$ cat src/rtl/traffic_light_adaptive.sv
// Adaptive two-way traffic light controller with pedestrian latches and night mode.
// Lights are decoded (Moore) from the state register; sensor inputs are used as sampled.
module traffic_light_adaptive #(
  parameter int CNT_W     = 5,
  parameter int GREEN_MIN = 12,
  parameter int GREEN_MAX = 24,
  parameter int YELLOW_T  = 3,
  parameter int ALLRED_T  = 1
) (
  input  logic       CLK,
  input  logic       RST_N,
  input  logic       SA,
  input  logic       SB,
  input  logic       PRA,
  input  logic       PRB,
  input  logic       NIGHT,
  output logic [1:0] A,
  output logic [1:0] B,
  output logic [1:0] PA,
  output logic [1:0] PB,
  output logic [2:0] STATE,
  output logic [1:0] PED_WAIT
);

  typedef enum logic [2:0] {
    S_AG  = 3'b000,
    S_AY  = 3'b001,
    S_AR1 = 3'b010,
    S_BG  = 3'b011,
    S_BY  = 3'b100,
    S_AR2 = 3'b101,
    S_NT  = 3'b110,
    S_BAD = 3'b111
  } state_t;

  localparam logic [1:0] L_RED    = 2'b00;
  localparam logic [1:0] L_YELLOW = 2'b01;
  localparam logic [1:0] L_GREEN  = 2'b10;
  localparam logic [1:0] L_BLINK  = 2'b11;

  // Thresholds are "last cycle" values: the timer reads 0 on the first cycle of a state.
  localparam logic [CNT_W-1:0] GMIN_LAST   = CNT_W'(GREEN_MIN - 1);
  localparam logic [CNT_W-1:0] GMAX_LAST   = CNT_W'(GREEN_MAX - 1);
  localparam logic [CNT_W-1:0] YEL_LAST    = CNT_W'(YELLOW_T - 1);
  localparam logic [CNT_W-1:0] ALLRED_LAST = CNT_W'(ALLRED_T - 1);

  state_t           r_state;
  logic [CNT_W-1:0] r_timer;
  logic             r_req_a;
  logic             r_req_b;

  logic w_a_go;
  logic w_b_go;
  logic w_yel_done;
  logic w_ar_done;
  logic w_timer_sat;

  assign w_timer_sat = (r_timer == {CNT_W{1'b1}});
  assign w_yel_done  = (r_timer >= YEL_LAST);
  assign w_ar_done   = (r_timer >= ALLRED_LAST);

  // A green ends once minimum time is served and B wants the road, unless A still has
  // traffic, in which case it runs on until the maximum.
  assign w_a_go = (r_timer >= GMIN_LAST) && (SB || r_req_a || NIGHT) &&
                  (!SA || (r_timer >= GMAX_LAST));
  assign w_b_go = (r_timer >= GMIN_LAST) && (SA || r_req_b || NIGHT) &&
                  (!SB || (r_timer >= GMAX_LAST));

  always_ff @(posedge CLK) begin
    if (!RST_N) begin
      r_state <= S_AG;
      r_timer <= '0;
      r_req_a <= 1'b0;
      r_req_b <= 1'b0;
    end else begin
      if (!w_timer_sat) begin
        r_timer <= r_timer + CNT_W'(1);
      end
      if (PRA && (r_state != S_BG)) begin
        r_req_a <= 1'b1;
      end
      if (PRB && (r_state != S_AG)) begin
        r_req_b <= 1'b1;
      end
      // Every branch that changes state also zeroes the timer; later NBAs win.
      case (r_state)
        S_AG: begin
          if (w_a_go) begin
            r_state <= S_AY;
            r_timer <= '0;
          end
        end
        S_AY: begin
          if (w_yel_done) begin
            r_state <= S_AR1;
            r_timer <= '0;
          end
        end
        S_AR1: begin
          if (w_ar_done) begin
            r_timer <= '0;
            if (NIGHT) begin
              r_state <= S_NT;
            end else begin
              r_state <= S_BG;
              r_req_a <= 1'b0;
            end
          end
        end
        S_BG: begin
          if (w_b_go) begin
            r_state <= S_BY;
            r_timer <= '0;
          end
        end
        S_BY: begin
          if (w_yel_done) begin
            r_state <= S_AR2;
            r_timer <= '0;
          end
        end
        S_AR2: begin
          if (w_ar_done) begin
            r_timer <= '0;
            if (NIGHT) begin
              r_state <= S_NT;
            end else begin
              r_state <= S_AG;
              r_req_b <= 1'b0;
            end
          end
        end
        S_NT: begin
          if (!NIGHT) begin
            r_state <= S_AR2;
            r_timer <= '0;
          end
        end
        default: begin
          r_state <= S_AG;
          r_timer <= '0;
        end
      endcase
    end
  end

  always_comb begin
    A  = L_RED;
    B  = L_RED;
    PA = L_RED;
    PB = L_RED;
    case (r_state)
      S_AG: begin
        A  = L_GREEN;
        PB = L_GREEN;
      end
      S_AY: begin
        A  = L_YELLOW;
        PB = L_BLINK;
      end
      S_BG: begin
        B  = L_GREEN;
        PA = L_GREEN;
      end
      S_BY: begin
        B  = L_YELLOW;
        PA = L_BLINK;
      end
      S_NT: begin
        A  = L_YELLOW;
        B  = L_BLINK;
        PA = L_BLINK;
        PB = L_BLINK;
      end
      default: begin
        A  = L_RED;
        B  = L_RED;
      end
    endcase
  end

  assign STATE    = r_state;
  assign PED_WAIT = {r_req_b, r_req_a};

endmodule
$ cat config.mk
export PLATFORM = sky130hd
export DESIGN_NAME = traffic_light_adaptive
export DESIGN_NICKNAME = d
export VERILOG_FILES = /design/src/rtl/traffic_light_adaptive.sv
export SDC_FILE = /design/constraint.sdc
export NUM_CORES = 1
export LEC_CHECK = 0
export BUFFER_PORTS_ARGS = -buffer_cell sky130_fd_sc_hd__buf_4
export CORE_MARGIN = 2
export CORE_UTILIZATION = 45
export DETAILED_ROUTE_END_ITERATION = 10
export HOLD_SLACK_MARGIN = 0.12
export PLACE_DENSITY = 0.68
export SLEW_MARGIN = 0
export SYNTH_ARGS = -nofsm -noshare
export SYNTH_HDL_FRONTEND = slang
export SYNTH_SLANG_ARGS = --single-unit
$ cat constraint.sdc
create_clock -name CLK -period 5.4 [get_ports CLK]
set_input_delay 0.54 -clock CLK [delete_from_list [all_inputs] [get_ports CLK]]
set_output_delay 0.54 -clock CLK [all_outputs]
set_load 0.02 [all_outputs]
==> results.md, run 1 <==
- Cells with a size suffix above 1 make up 28.21% of the layout.
- The slowest stage of the critical path is the dfxtp_1 cell.
- The worst-case reg-to-reg path depth is 7.
- The beginning of the worst register-to-register path is r_timer[0]$_SDFF_PN0_.
- The maximum number of pins on one net before global-route repair is 19.
- The cell area after technology mapping is 819.5 µm².
- The number of nets handed over by synthesis was 114.
- The final critical-path required period is 2175 ps.
- Along the worst path, the maximum fanout reaches 18.
- The synthesized area per cell is 7.805 µm².
- The first TritonRoute pass finished after 5 iterations.
- During synthesis, Yosys emitted a total of 0 warnings.
- For this run, the slowest stage of the critical path takes 680 ps.
- The share of flip-flops with an asynchronous set or reset is 0%.
- The cell sitting at the root of the clock tree is a clkbuf_4.
- From synthesis to final layout, the design area changed by 17.56%.
- The destination of the worst register-to-register timing path is STATE[0]$_SDFFE_PN0P_.
- The post-placement setup slack is 3395 ps.
- By instance count, the leading cell after synthesis is nand2_1.
- Once the floorplan was initialized, standard cells occupied 47.46% of the core.
- The number of global-route vias before repair is 658.
- Summed over all nets, the half-perimeter wirelength after detailed placement is 1449 µm.
- The initial antenna violation count is 0.
- For the worst setup path, the data required time is 4860 ps.
- The total number of clock tree sinks is 10.
- The first-pass GRT wire length is 3153 µm.
- The worst setup slack after layout is 3225 ps.
- The count of pins on the block boundary is 20.
- In the final layout, flip-flops and latches occupy 200.2 µm².
- The net count reported at finish is 127.
- The clock-pin slew of the registers on the worst-case setup and hold paths is 70 ps.
- Of the available clock period, the critical path in the final layout requires 40.27%.
- The peak supply drop is 0.1253 mV.
- Of all cell types, the one taking the most synthesized area is dfxtp_1.
- The total wirelength of the detailed-routed design is 1950 µm.
- The clock passes through at most 2 buffers.
- After detailed routing, the average wire length per cell comes to 13.73 µm.
- In this run, synthesis produced a sequential element count of 10.
- The worst setup path endpoint is PB[1].
- The max-capacitance violation count is 0.
- The hold-fix buffer count after cts is 0.
- The final antenna diode count is 0.
- Sequential cells were found to cover 24.43% of the synthesized design area.
- The kind of end point of the critical path is an output port.
- After detailed routing, the number of vias per cell comes to 5.620.
- In the synthesized netlist the dominant register cell turns out to be dfxtp_1.
- The power density relative to cell area is 182.6 mW/mm².
- The worst max-slew margin expressed relative to the limit is 62.78%.
- In this run the number of H-tree levels came out at 1.
- The slew at the pin closest to its max-slew limit is 557.5 ps.
- Walking the worst path, the cells encountered are and2b_2 -> nand2_1 -> o21ai_0 -> buf_4.
- Static timing analysis puts the maximum clock frequency at 459.8 MHz.
- The final sum of negative setup slack is 0 ps.
- The overall routing resource usage is 20.19%.
- The flow ran to the end, and the final reports show no timing, DRC or antenna violations.
- The post-route non-filler standard cell count is 142.
- For flop-to-flop paths, the worst setup slack is 3370 ps.
- The congestion estimate from routability-driven global placement came to 0.7950.
- The count of routing violations after the opening detailed-route iteration is 24.
- The final-report max-slew violation count is 0.
- Setup repair after global routing left no endpoint under its margin.
- Sorting the synthesized cells by area gives the leading types as dfxtp_1 24%, nand2_1 5.5%, a21oi_1 4.3%.
- The later pin in the worst-skew pair is clocked with a latency of 270 ps.
- The post-cts sizing count is 0.
- The synthesized design contains 0 enable-type register cells.
- After detailed routing, the number of remaining DRC violations is 0.
- The number of buffers created by CTS is 3.
- The area of the core is 0.001727 mm².
- The smallest hold slack is 532.2 ps.
- Counting tap cells, the placed design contains a total of 138 instances.
- Synthesis instantiated 41 different standard cells from the library.
- The worst hold path belongs to the class reg2reg.
- The origin of the worst setup path is STATE[0]$_SDFFE_PN0P_.
- The number of antenna-violating nets in the routed design is 0.
- The final setup violation count is 0.
- The share of the synthesized area in the top cell type is 24.43%.
- The number of buffers inserted to repair setup after CTS is 0.
- The floorplan step defined a die boundary enclosing 0.002179 mm².
- The critical path crosses 4 cells after its start point.
- In the synthesized netlist, the cells that appear most often are 12 x nand2_1, 10 x dfxtp_1, 7 x a21oi_1, 7 x nor2_1.
- Clock skew on the completed layout was measured at 1.322 ps.
- The TritonCTS clock tree is done.
- The number of failing hold endpoints at the final stage is 0.
- The floorplan has 15 rows.
- The sum of overflow across all layers after global routing is 0.
- The vertical die dimension is 46.68 µm.
- In this run the tool buffered the top-level ports with 19 buffer cells.
- The type of the worst setup path is reg2out.
- The number of buffers and inverters on the critical path is 1.
- The multi-input combinational cells in the finished layout cover a total of 534.3 µm².
- The data arrival time at the worst-slack endpoint is 1630 ps.
- The kind of cell with the highest combined delay along the critical path is flip-flops.
- The count of mapped cells out of synthesis is 105.
- For this block, the via count after detailed routing is 798.
- Counting the fill cells in the layout gives 186.
- The width of the chip is 46.68 µm.
- For this design the static power due to leakage is 0.0004028 µW.
- The worst setup path is launched from a flip-flop.
-- report_power, final --
group	switching, µW	total (µW)	internal, µW
Sequential	4.49	80.6	76.1
Clock	29.5	70.5	41.0
Combinational	12.0	24.8	12.8
Total	46.0	176	130
-- area by class of cell --
type	count	share of cell area, %
sequential	10	20.78
clock buffer	4	3.766
tap	25	3.247
inverter	5	1.948
multi-input combinational	79	55.45
timing repair buffer	19	14.81
-- sequential cells by signal (all words and copies together) (netlist names) --
signal / count
r_req_b: 1
r_req_a: 1
r_timer: 5
STATE: 3
-- metal layers --
| metal | track usage, % | up-vias | wire length, µm |
|---|---|---|---|
| met3 | 4.314 | 3 | 118 |
| met4 | 6.111 | 0 | 17 |
| met5 | 0 | - | 0 |
| li1 | - | 401 | - |
| met2 | 32.78 | 31 | 957 |
| met1 | 26.64 | 363 | 857 |
-- how the worst min path moves through the flow --
stage / startpoint / endpoint / slack (ps) / depth (start not counted)
after global routing: PRA / r_req_a$_SDFF_PN0_ / 560 / 3
after global placement: r_req_a$_SDFF_PN0_ / r_req_a$_SDFF_PN0_ / 520 / 2
after CTS: r_req_b$_SDFF_PN0_ / r_req_b$_SDFF_PN0_ / 540 / 2
after floorplan: r_req_a$_SDFF_PN0_ / r_req_a$_SDFF_PN0_ / 490 / 2
final: r_req_b$_SDFF_PN0_ / r_req_b$_SDFF_PN0_ / 530 / 2
after detailed placement: r_req_b$_SDFF_PN0_ / r_req_b$_SDFF_PN0_ / 530 / 2
-- placed cells by master (no fill, tap or decap), drive strengths merged, types with 2 or more instances in the layout --
master  Yosys  final
a21boi      2      2
a21oi       7      7
buf         7     19
clkbuf      4      4
dfxtp      10     10
ha          2      2
inv         5      5
nand2      12     12
nand2b      5      5
nand3       2      2
nand4       2      2
nor2        7      7
nor2b       3      3
nor3        4      4
nor3b       3      3
nor4b       2      2
nor4bb      2      2
o211ai      4      4
o21a        2      2
o21ai       6      6
-- worst register-to-register path, stage by stage, from the launching register on --
cell and delay, ps:
dfxtp_1 370, inv_1 90, ha_1 210, or4_4 540, o31ai_2 180, a21boi_1 130
nor3b_1 160, a32o_1 230
-- kinds of logic after synthesis --
kind of cell             Yosys count  share of synthesized area, %
adder cells (fa/ha/maj)            2                         3.053
flip-flops                        10                         24.43
XOR/XNOR                           1                         1.069
AO/OA/AOI/OAI                     30                         25.80
buffers and inverters             16                         10.38
AND/OR/NAND/NOR                   46                         35.27
-- per-stage QoR --
step / total power [µW] / utilization (%) / area (µm²)
floorplan: 98.99 / - / 819.5
global placement: 106.2 / 53.70 / 927.1
detailed placement: 106.8 / 53.70 / 927.1
CTS: 177.6 / 55.80 / 963.4
global route: 184.5 / 55.80 / 963.4
finish: 175.9 / 55.80 / 963.4
(Power assumes the default switching activity.)
==> run 2: changes to the inputs <==
--- a/config.mk
+++ b/config.mk
@@ -5,12 +5,13 @@
 export SDC_FILE = /design/constraint.sdc
 export NUM_CORES = 1
 export LEC_CHECK = 0
+export ABC_AREA = 1
 export BUFFER_PORTS_ARGS = -buffer_cell sky130_fd_sc_hd__buf_4
 export CORE_MARGIN = 2
-export CORE_UTILIZATION = 45
+export CORE_UTILIZATION = 44
 export DETAILED_ROUTE_END_ITERATION = 10
 export HOLD_SLACK_MARGIN = 0.12
-export PLACE_DENSITY = 0.68
+export PLACE_DENSITY = 0.71
 export SLEW_MARGIN = 0
 export SYNTH_ARGS = -nofsm -noshare
 export SYNTH_HDL_FRONTEND = slang
==> constraint.sdc (replaced) <==
create_clock -name CLK -period 1.8 [get_ports CLK]
set_input_delay 0.18 -clock CLK [delete_from_list [all_inputs] [get_ports CLK]]
set_output_delay 0.18 -clock CLK [all_outputs]
set_load 0.02 [all_outputs]
==> run 2 against run 1 <==
Compared with the run above: sequential power rose to 4.4 times the previous value; sequential share of layout area up 2.8 points; largest cell class unchanged; worst setup slack lost 3000 ps; sequential cell count is the same; cell area down 11%; first-iteration DRC count is 38% lower; register-to-register slack got worse by 3100 ps; critical path type is now reg2reg; via count down 9.1%; critical path depth rose by 4; die area down 14%; power grew to 7.5 times the previous value.
==> results.md, run 2 <==
- The peak supply drop is 0.9161 mV (was 0.1253 mV).
- The layer with the highest usage after global routing is met2 (unchanged).
- The sequential cell area fraction in the yosys report was 29.52% (was 24.43%).
- The number of buffers inserted to repair setup after CTS is 0 (unchanged).
- The final instance area is 853.3 µm² (was 963.4 µm²).
- The overall routing resource usage came to 17.29% (was 20.19%).
- Result of the run: finished clean (unchanged).
- The count of pins on the block boundary is 20 (unchanged).
- The root buffer cell is clkbuf_4 (unchanged).
- The standard cell area after detailed placement is 810.8 µm² (was 927.1 µm²).
- The data required time of the critical path was 2000 ps (was 4860 ps).
- The worst setup slack after layout is 230.2 ps (was 3225 ps).
- The number of unique standard cell types used by synthesis was 18 (was 41).
- The total wirelength of the detailed-routed design is 1500 µm (was 1950 µm).
- The first-pass GRT wire length is 2477 µm (was 3153 µm).
- The number of warnings issued by yosys was 0 (unchanged).
- The final sum of negative setup slack is 0 ps (unchanged).
- The power density relative to cell area is 1542 mW/mm² (was 182.6 mW/mm²).
- The weighted congestion at the end of routability-driven global placement is 0.8604 (was 0.7950).
- The count of flip-flops with a built-in enable after synthesis was 0 (unchanged).
- The net count reported at finish came to 140 (was 127).
- The number of standard-cell rows in the floorplan is 14 (was 15).
- The share of flip-flops with an asynchronous set or reset was 0% (unchanged).
- The leading cell type in the layout, fill and taps excluded is nand2_1 (was buf_4).
- The most instantiated library cell after synthesis is nand2_1 (unchanged).
- Based on the critical path, the design can be clocked at up to 637.0 MHz.
- The count of mapped cells out of synthesis is 111 (was 105).
- The slew at the pin closest to its max-slew limit was 330.5 ps (was 557.5 ps).
- The final setup violation count is 0 (unchanged).
- The data arrival time at the worst-slack endpoint was 1770 ps (was 1630 ps).
- Top cell types by occurrence after synthesis: 28 x nand2_1, 18 x nor2_1, 15 x inv_1, 10 x dfxtp_1, 6 x a21oi_1 (was 12 x nand2_1, 10 x dfxtp_1, 7 x a21oi_1, 7 x nor2_1).
- The met2 track utilization from global routing was 26.27% (was 32.78%).
- The highest net fanout along the worst path was 5 (was 18).
- The number of failing hold endpoints at the final stage was 0 (unchanged).
- The maximum number of pins on one net before global-route repair is 9 (was 19).
- The clock-pin slew of the registers on the worst-case setup and hold paths is 70 ps (about the same).
- The dominant register cell in the synthesized netlist was dfxtp_1 (unchanged).
- The worst max-slew margin expressed relative to the limit came to 77.89% (was 62.78%).
- The post-cts sizing count is 0 (unchanged).
- The area enclosed by the die boundary is 0.001871 mm² (was 0.002179 mm²).
- The half-perimeter wire length of the detailed placement result was 1232 µm (was 1449 µm).
- The synthesized area per cell is 6.109 µm² (was 7.805 µm²).
- The top register by number of flip-flops is r_timer (unchanged).
- The number of nets in the synthesized netlist is 120 (was 114).
- The initial antenna violation count came to 0 (unchanged).
- The number of global-route vias before repair came to 624 (was 658).
- The max-capacitance violation count is 0 (unchanged).
- The number of antenna-violating nets in the routed design is 0 (unchanged).
- The vias after detailed routing was 725 (was 798).
- The fraction of the cycle the final worst path needs is 87.21%.
- The TritonCTS clock tree is done (unchanged).
- The H-tree depth reported by CTS is 1 (unchanged).
- The area of the core is 0.001471 mm² (was 0.001727 mm²).
- The type of element launching the critical path is a flip-flop (unchanged).
- Leading cell types in the layout, fill and taps excluded: 28 x nand2_1, 19 x buf_4, 18 x nor2_1 (was 19 x buf_4, 12 x nand2_1, 10 x dfxtp_1).
- The total number of clock tree sinks is 10 (unchanged).
- The post-route DRC violation count was 0 (unchanged).
- The post-placement setup slack came to 104.2 ps (was 3395 ps).
- The smallest hold slack is 141.2 ps (was 532.2 ps).
- The number of synthesized register bits is 10 (unchanged).
- The number of iterations in the first detailed-routing pass is 4 (was 5).
- The final antenna diode count came to 0 (unchanged).
- The share of cells above drive strength 1 is 25.38% (was 28.21%).
- The worst-skew pair later-pin latency is 270 ps (about the same).
- The flip-flop count of the largest register, all copies and words added is 5 (unchanged).
- The width of the chip is 43.26 µm (was 46.68 µm).
- RSZ-0062 raised after global routing: false (unchanged).
- The number of buffers on the longest clock path is 2 (unchanged).
- The global routing met3 resource utilization is 2.553% (was 4.314%).
- The worst path in the final design needs a cycle of 1570 ps, including I/O delays and setup.
- The cell area after technology mapping came to 678.2 µm² (was 819.5 µm²).
- The total power of the final layout was 1315 µW (was 175.9 µW).
- The sum of overflow across all layers after global routing is 0 (unchanged).
- The kind of end point of the critical path is a flip-flop (was output port).
- The final-report max-slew violation count was 0 (unchanged).
- The number of buffers created by CTS is 3 (unchanged).
- The quantity of I/O buffers inserted on ports is 19 (unchanged).
- The count of routing violations after the opening detailed-route iteration is 15 (was 24).
- The type of the worst setup path is reg2reg (was reg2out).
- The clock skew came to 4.263 ps (was 1.322 ps).
- The share of the synthesized area in the top cell type is 29.52% (was 24.43%).
- The global routing met1 resource utilization is 24.09% (was 26.64%).
- The largest area contributor in the netlist is dfxtp_1 (unchanged).
- The layout overhead on the synthesized area came to 25.83% (was 17.56%).
- The hold-fix buffer count after cts came to 0 (unchanged).
- The wire length per cell after detailed routing is 10.27 µm (was 13.73 µm).
- The initial core utilization is 46.09% (was 47.46%).
- The class of the tightest hold or removal check is in2reg (was reg2reg).
- Ranking of synthesized cells by area: dfxtp_1 30%, nand2_1 15%, nor2_1 10% (was dfxtp_1 24%, nand2_1 5.5%, a21oi_1 4.3%).
- The total leakage power is 0.0004779 µW (was 0.0004028 µW).
- The mean number of vias per cell came to 4.966 (was 5.620).
- The vertical die dimension is 43.26 µm (was 46.68 µm).
==> run 2: worst paths after layout <==
kind         slack, ps                    end                   from  depth (start not counted)
min reg2reg        500  r_timer[4]$_SDFF_PN0_  r_timer[3]$_SDFF_PN0_                          2
max                230  r_timer[1]$_SDFF_PN0_  r_timer[0]$_SDFF_PN0_                          8
max reg2reg        230  r_timer[1]$_SDFF_PN0_  r_timer[0]$_SDFF_PN0_                          8
min                140     r_req_b$_SDFF_PN0_                    PRB                          3
==> run 2: final cells by class <==
type                            count  area (µm²)
Clock buffer                        4       36.28
Fill cell                         149       618.1
Inverter                           17       63.81
Multi-Input combinational cell     80       389.1
Sequential cell                    10       201.4
Tap cell                           16       20.02
Timing Repair Buffer               19       142.6
==> run 2: through the flow <==
step | std cells | util, %
4_1_cts | 146 | 57.57
3_3_place_gp | 142 | 55.10
5_1_grt | 146 | 57.99
6_report | 146 | 57.99
3_5_place_dp | 142 | 55.10
2_1_floorplan | 111 | -
==> run 2: metal layers <==
| layer | vias up | routed length, µm |
|---|---|---|
| met5 | - | 0 |
| met3 | 2 | 112 |
| met2 | 25 | 690 |
| met4 | 0 | 16 |
| met1 | 309 | 680 |
| li1 | 389 | - |
==> run 2: logic make-up (layout without fill, tap and decap cells) <==
logic type                 count (synthesis)  after routing  share of synthesized area (%)
AOI/OAI and AO/OA                         13             13                          10.89
and+or+nand+nor                           65             65                          42.06
adders and majority gates                  2              2                          3.689
DFF                                       10             10                          29.52
buffers and inverters                     21             40                          13.84
==> run 2: critical path, stage by stage (launching register included) <==
cell     delay (ps)
dfxtp_2         360
inv_1            70
ha_1            180
or2_2           280
nor3_2          140
a21oi_2         110
nand3_2         120
nand2_1         120
a21oi_1         130
==> run 2: power breakdown <==
group          switching, µW  leakage [µW]  internal (µW)  total, µW
sequential              76.1     0.0000824            277        353
clock                   79.4     0.0000210            123        202
combinational            455      0.000375            305        760
total                    611      0.000478            705       1320
